## src/rtl/solidsquare_y.sv

```systemverilog
// solidsquare_y: Y-axis deflection PWM for the solid-square test pattern.
// A free-running carrier counter is compared against a level that ramps up
// and down by STEP once per frame; after RC filtering the PWM stream becomes
// a triangle wave that sweeps the beam vertically to fill the square.
`timescale 1ns/1ps

module solidsquare_y #(
    parameter int PWM_BITS = 8,
    parameter int STEP     = 1
) (
    input  logic sysclk,
    input  logic reset,
    input  logic Enable_SW_3,
    output logic Pulse
);

    typedef enum logic {
        DIR_DOWN = 1'b0,
        DIR_UP   = 1'b1
    } dir_t;

    localparam logic [PWM_BITS-1:0] CNT_MAX     = {PWM_BITS{1'b1}};
    localparam logic [PWM_BITS:0]   LEVEL_MAX_X = {1'b0, {PWM_BITS{1'b1}}};
    localparam logic [PWM_BITS:0]   STEP_X      = (PWM_BITS + 1)'(STEP);

    logic                sync_ff;
    logic                en_s;
    logic [PWM_BITS-1:0] cnt;
    logic [PWM_BITS-1:0] level;
    dir_t                dir;

    logic [PWM_BITS:0]   level_sum;
    logic [PWM_BITS-1:0] level_next;
    dir_t                dir_next;

    // Two-flop synchroniser: the only place the raw switch is sampled.
    always_ff @(posedge sysclk or posedge reset) begin
        if (reset) begin
            sync_ff <= 1'b0;
            en_s    <= 1'b0;
        end else begin
            sync_ff <= Enable_SW_3;
            en_s    <= sync_ff;
        end
    end

    // Next level/direction at end of frame, using one extra bit so the ramp saturates instead of wrapping.
    always_comb begin
        level_sum  = {1'b0, level} + STEP_X;
        level_next = level;
        dir_next   = dir;
        if (dir == DIR_UP) begin
            if (level_sum >= LEVEL_MAX_X) begin
                level_next = CNT_MAX;
                dir_next   = DIR_DOWN;
            end else begin
                level_next = level_sum[PWM_BITS-1:0];
            end
        end else begin
            if ({1'b0, level} <= STEP_X) begin
                level_next = '0;
                dir_next   = DIR_UP;
            end else begin
                level_next = level - STEP_X[PWM_BITS-1:0];
            end
        end
    end

    // Carrier, level ramp and registered PWM compare; disabling restarts the ramp from zero, rising.
    always_ff @(posedge sysclk or posedge reset) begin
        if (reset) begin
            cnt   <= '0;
            level <= '0;
            dir   <= DIR_UP;
            Pulse <= 1'b0;
        end else if (!en_s) begin
            cnt   <= '0;
            level <= '0;
            dir   <= DIR_UP;
            Pulse <= 1'b0;
        end else begin
            cnt   <= cnt + 1'b1;
            Pulse <= (cnt < level);
            if (cnt == CNT_MAX) begin
                level <= level_next;
                dir   <= dir_next;
            end
        end
    end

endmodule

```

## config.mk

```make
export PLATFORM = sky130hd
export DESIGN_NAME = solidsquare_y
export DESIGN_NICKNAME = d
export VERILOG_FILES = /design/src/rtl/solidsquare_y.sv
export SDC_FILE = /design/constraint.sdc
export NUM_CORES = 1
export LEC_CHECK = 0
export CAP_MARGIN = 0
export CORE_MARGIN = 2
export CORE_UTILIZATION = 52
export CTS_CLUSTER_DIAMETER = 30
export DETAILED_ROUTE_END_ITERATION = 6
export GPL_TIMING_DRIVEN = 1
export HOLD_SLACK_MARGIN = 0.02
export PLACE_DENSITY = 0.72
export SLEW_MARGIN = 20
export SYNTH_ARGS = -nofsm -noshare
export SYNTH_HDL_FRONTEND = slang
export SYNTH_SLANG_ARGS = --single-unit
```

## constraint.sdc

```tcl
create_clock -name sysclk -period 2 [get_ports sysclk]
set_input_delay 0.4 -clock sysclk [delete_from_list [all_inputs] [get_ports sysclk]]
set_output_delay 0.4 -clock sysclk [all_outputs]
set_load 0.05 [all_outputs]
```

======== Yosys cells after proc, flatten, opt, wreduce, memory -nomap -nowiden ========
Index checks and enable logic that the tools add are counted.
word-level totals
  latch bits .............................. 0
  input port bits ......................... 3
  flip-flop bits (word level) ............. 20
  RAM bits ................................ 0
  word-level logic and storage cells ...... 26
  memories kept ........................... 0
  memory bits (read-only) ................. 0
operators by class
  reductions and logical operators ........ 0
  divide/modulo/power cells ............... 0
  mux-type cells .......................... 12
  $mul .................................... 0
  bitwise gates (word level) .............. 0
  add/sub/neg operators ................... 3
  eq/ne operators ......................... 2
  shift-type cells ........................ 0
  magnitude comparators ................... 3
operator list
  cell                                                             count
  2-to-1 mux 8 bit                                                 6
  adder 8 x 1 -> 9 bit (second input constant)                     1
  >= comparator 9 x 8 -> 1 bit (second input constant)             1
  adder 8 x 1 -> 8 bit (second input constant)                     1
  equality test 8 bit (second input constant)                      1
  less-or-equal comparator 8 x 1 -> 1 bit (second input constant)  1
  less-than comparator 8 bit                                       1
  subtractor 8 x 1 -> 8 bit (second input constant)                1
  2-to-1 mux 1 bit                                                 6
  inequality test 2 x 1 -> 1 bit (second input constant)           1

======== Depth between registers and ports, before layout ========
  depth after elaboration ................. 6
  depth in mapped cells ................... 8
  gate-level depth less buffers ........... 7

======== Least setup slack after synthesis ========
No wires, ideal clock.
  path type ............................... flip-flop to flip-flop
  from .................................... reg level[0]
  to ...................................... reg level[1]
  required time ........................... 1.880 ns
  arrival time ............................ 1.896 ns
  stages on the path, launching flop included .. 9
  clock period less this slack ............ 2.015 ns
  setup slack ............................. -0.015 ns
  path through ............................ dfrtp_1 buf_2 inv_1 ha_1 nor2b_1 o311ai_2 a21oi_4 nand2b_1 a31o_1
between the ends
  longest elaborated chain between the ends .. 6
  elaborated cells on any way between the ends .. 9
  those cells by class .................... add/sub: 2; order compare: 2; mux: 5
RTL lines
  element                       line  RTL
  start: declaration            29    logic [PWM_BITS-1:0] level;
  start signal: assignment      85    level <= level_next;
  adder 8 x 1 -> 9 bit          49    level_sum = {1'b0, level} + STEP_X;
  >= comparator 9 x 8 -> 1 bit  53    if (level_sum >= LEVEL_MAX_X) begin
  2-to-1 mux 8 bit              53
  2-to-1 mux 8 bit *            52    if (dir == DIR_UP) begin
  2-to-1 mux 8 bit *            84    if (cnt == CNT_MAX) begin
  2-to-1 mux 8 bit *            76    end else if (!en_s) begin
Every way passes the cells marked *; elsewhere a longest branch is shown, timed or not. The select of a mux whose other input is x is not followed.
A chain may end at the register's enable or synchronous reset.

======== Final worst setup path ========
  from .................................... reg level[1]
  to ...................................... reg level[6]
The elaborated chain is that of the path after synthesis.

==> metrics.txt <==
YS warnings 0; drt pass-1 iters 4; largest cells by area after synthesis dfrtp_1 31%, ha_1 9.8%, xnor2_1 5.2%; Netlist cell types 48; Most used DFF post-synth dfrtp_1; via count 1268; Detailed Route Iter0 Violations 76; R2R Setup Slk 0.09 ns; Slew headroom 0.640; GP Congestion 0.921; Tcrit/Tclk final 0.953; vias in the first global route 1257; Avg Vias per Cell 6.40; final setup TNS 0 ns; Worst VDD drop 0.453 mV; pin count of the biggest net entering global routing 16; I/O Buffers 3; clk_lat worst skew 0.31 ns; CTS tree built; worst-margin pin slew 0.539 ns; CP Class flop to flop; post-synthesis compound-gate area fraction 0.226; Worst Setup EP level[6]$_DFFE_PP0P_; post-synthesis simple-gate area fraction 0.215; post-layout minimum cycle time 1.91 ns; die width 58.2 um; Reg2Reg Capture Point level[6]$_DFFE_PP0P_; CTS max path bufs 2; worst r2r src level[1]$_DFFE_PP0P_; critical path endpoint category flop; DP HPWL 2.33 mm; mux contribution to synthesized area 0; share of cells above drive strength 1 0.150; GRT overflow 0; Die Y 58.2 um; Post-Syn Area 1530 sq um; Design Area, Final 1620 sq um; area delta synth->final 6.31%; most frequent cells in the layout 19 x dfrtp_1, 12 x nand2_1, 11 x ha_1; final hold viol count 0; Final Skew 0.00615 ns; Final nets 183; DRC violations left 0; RSZ-0062 raised after global routing no; post-synth top area share 0.311; CP startpoint level[1]$_DFFE_PP0P_; Synth area leader dfrtp_1; Post-Synth XOR/XNOR Area 0.0631; asr flop ratio synth 1.00; Yosys reg bits 20; syn avg cell area 9.32 sq um; status completed; PwrDens 445 nW/um^2; htree depth 1; Placed Instance Area 1580 sq um; die area 3390 sq um; Max Cap Violations 0; Inserted Clock Buffers 3; crit start category flop; root buf cell clkbuf_4; CP arrival 2.15 ns; Post CTS Setup Buffer Count 0; P_leak 0.671 nW; GRT Util Overall 0.222; achievable frequency 525 MHz; CP max FO 5; DR WL/cell 16.4 um; CP required 2.24 ns; Mapped Nets 179; most common cell after layout, fill and taps aside dfrtp_1; Adder-Cell Fraction of Synth Area 0.0983; sequential-to-total area share from yosys stat 0.328; first-pass GRT wire length 5.80 mm; post-synthesis cell count 164; Final Core Density 0.584; n_diodes 0; I/O Pins 4; final wirelength 3.25 mm; clock sink count 20; antenna violations before repair 0; hold crit path type input pin to async pin; Post-synth EDFFs 0; FP Rows 19; R2R depth 7; total power 0.722 mW; # setup viols final 0; Clock transition at path regs 0.12 ns; Starting Density 0.549; core area 2780 sq um; fin. max-slew vios 0; main combinational cell family by area after synthesis compound AO/OA/AOI/OAI gates; Post-DRT Antenna Nets 0
==> how the worst min path moves through the flow <==
stage | from | to | slack [ns] | cells after the start
after detailed placement | sync_ff$_DFF_PP0_ | en_s$_DFF_PP0_ | 0.34 | 0
after CTS | reset | sync_ff$_DFF_PP0_ | 0.36 | 2
after floorplan | sync_ff$_DFF_PP0_ | en_s$_DFF_PP0_ | 0.33 | 0
after global placement | sync_ff$_DFF_PP0_ | en_s$_DFF_PP0_ | 0.33 | 0
after global routing | reset | sync_ff$_DFF_PP0_ | 0.37 | 2
final | reset | level[3]$_DFFE_PP0P_ | 0.36 | 2
==> cells in the mapped netlist, types with 5 or more instances <==
cell type / instances
nor2_1: 5
and2_1: 5
nand4_1: 5
o21ai_0: 7
inv_1: 8
nand3_1: 8
dfrtp_1: 19
nor2b_1: 5
nand2_1: 12
xnor2_1: 9
ha_1: 12
o21ai_1: 5
==> through the flow <==
| stage | worst slack (ns) | std cells | hold WS [ns] |
|---|---|---|---|
| floorplan | 0.0286 | 164 | 0.331 |
| finish | 0.0940 | 198 | 0.362 |
| global route | 0.00425 | 198 | 0.373 |
| global placement | 0.0758 | 194 | 0.332 |
| detailed placement | 0.0326 | 194 | 0.340 |
| CTS | 0.00387 | 198 | 0.362 |
==> critical path, stage by stage, from the launching register on <==
cell       delay, ns
dfrtp_1         0.39
inv_1           0.06
ha_1            0.32
nor2b_1         0.21
o221ai_1        0.21
a21oi_4         0.29
nand2b_4        0.19
a2bb2oi_1       0.17
==> timing repair <==
action                                  4_1_cts  5_1_grt
hold buffers                                  0        0
endpoints found under the setup margin        0        6
resized for setup                             0        4
==> logic make-up (layout without fill, tap and decap cells) <==
family | Yosys count | after routing
and+or+nand+nor | 56 | 56
AOI/OAI and AO/OA | 44 | 44
buffers and inverters | 21 | 24
DFF | 20 | 20
adders and majority gates | 12 | 12
xor gates and xnor gates | 11 | 11
==> layer usage <==
| metal | vias to the layer above | share of wire | track usage |
|---|---|---|---|
| li1 | 604 | - | - |
| met1 | 617 | 0.48 | 0.305 |
| met2 | 43 | 0.46 | 0.356 |
| met3 | 4 | 0.057 | 0.0424 |
| met4 | 0 | 0.0062 | 0.0698 |
| met5 | - | 0 | 0 |
==> cell type report <==
| class | instances | area (sq um) |
|---|---|---|
| timing repair buffer | 9 | 75.1 |
| inverter | 11 | 41.3 |
| multi-input combinational | 123 | 931 |
| sequential | 20 | 502 |
| tap | 31 | 38.8 |
| fill | 243 | 1160 |
| clock buffer | 4 | 36.3 |
==> state kept, by name, indices dropped and copies added, names as in the netlist <==
signal   count
cnt          8
sync_ff      1
Pulse        1
level        8
dir          1
en_s         1
==> power by group <==
part | leakage [nW] | switching (mW) | internal [mW] | total, mW
clock | 0.0210 | 0.134 | 0.111 | 0.245
sequential | 0.268 | 0.00691 | 0.413 | 0.420
combinational | 0.382 | 0.0343 | 0.0227 | 0.0570
Power figures use the tool's default switching activity.
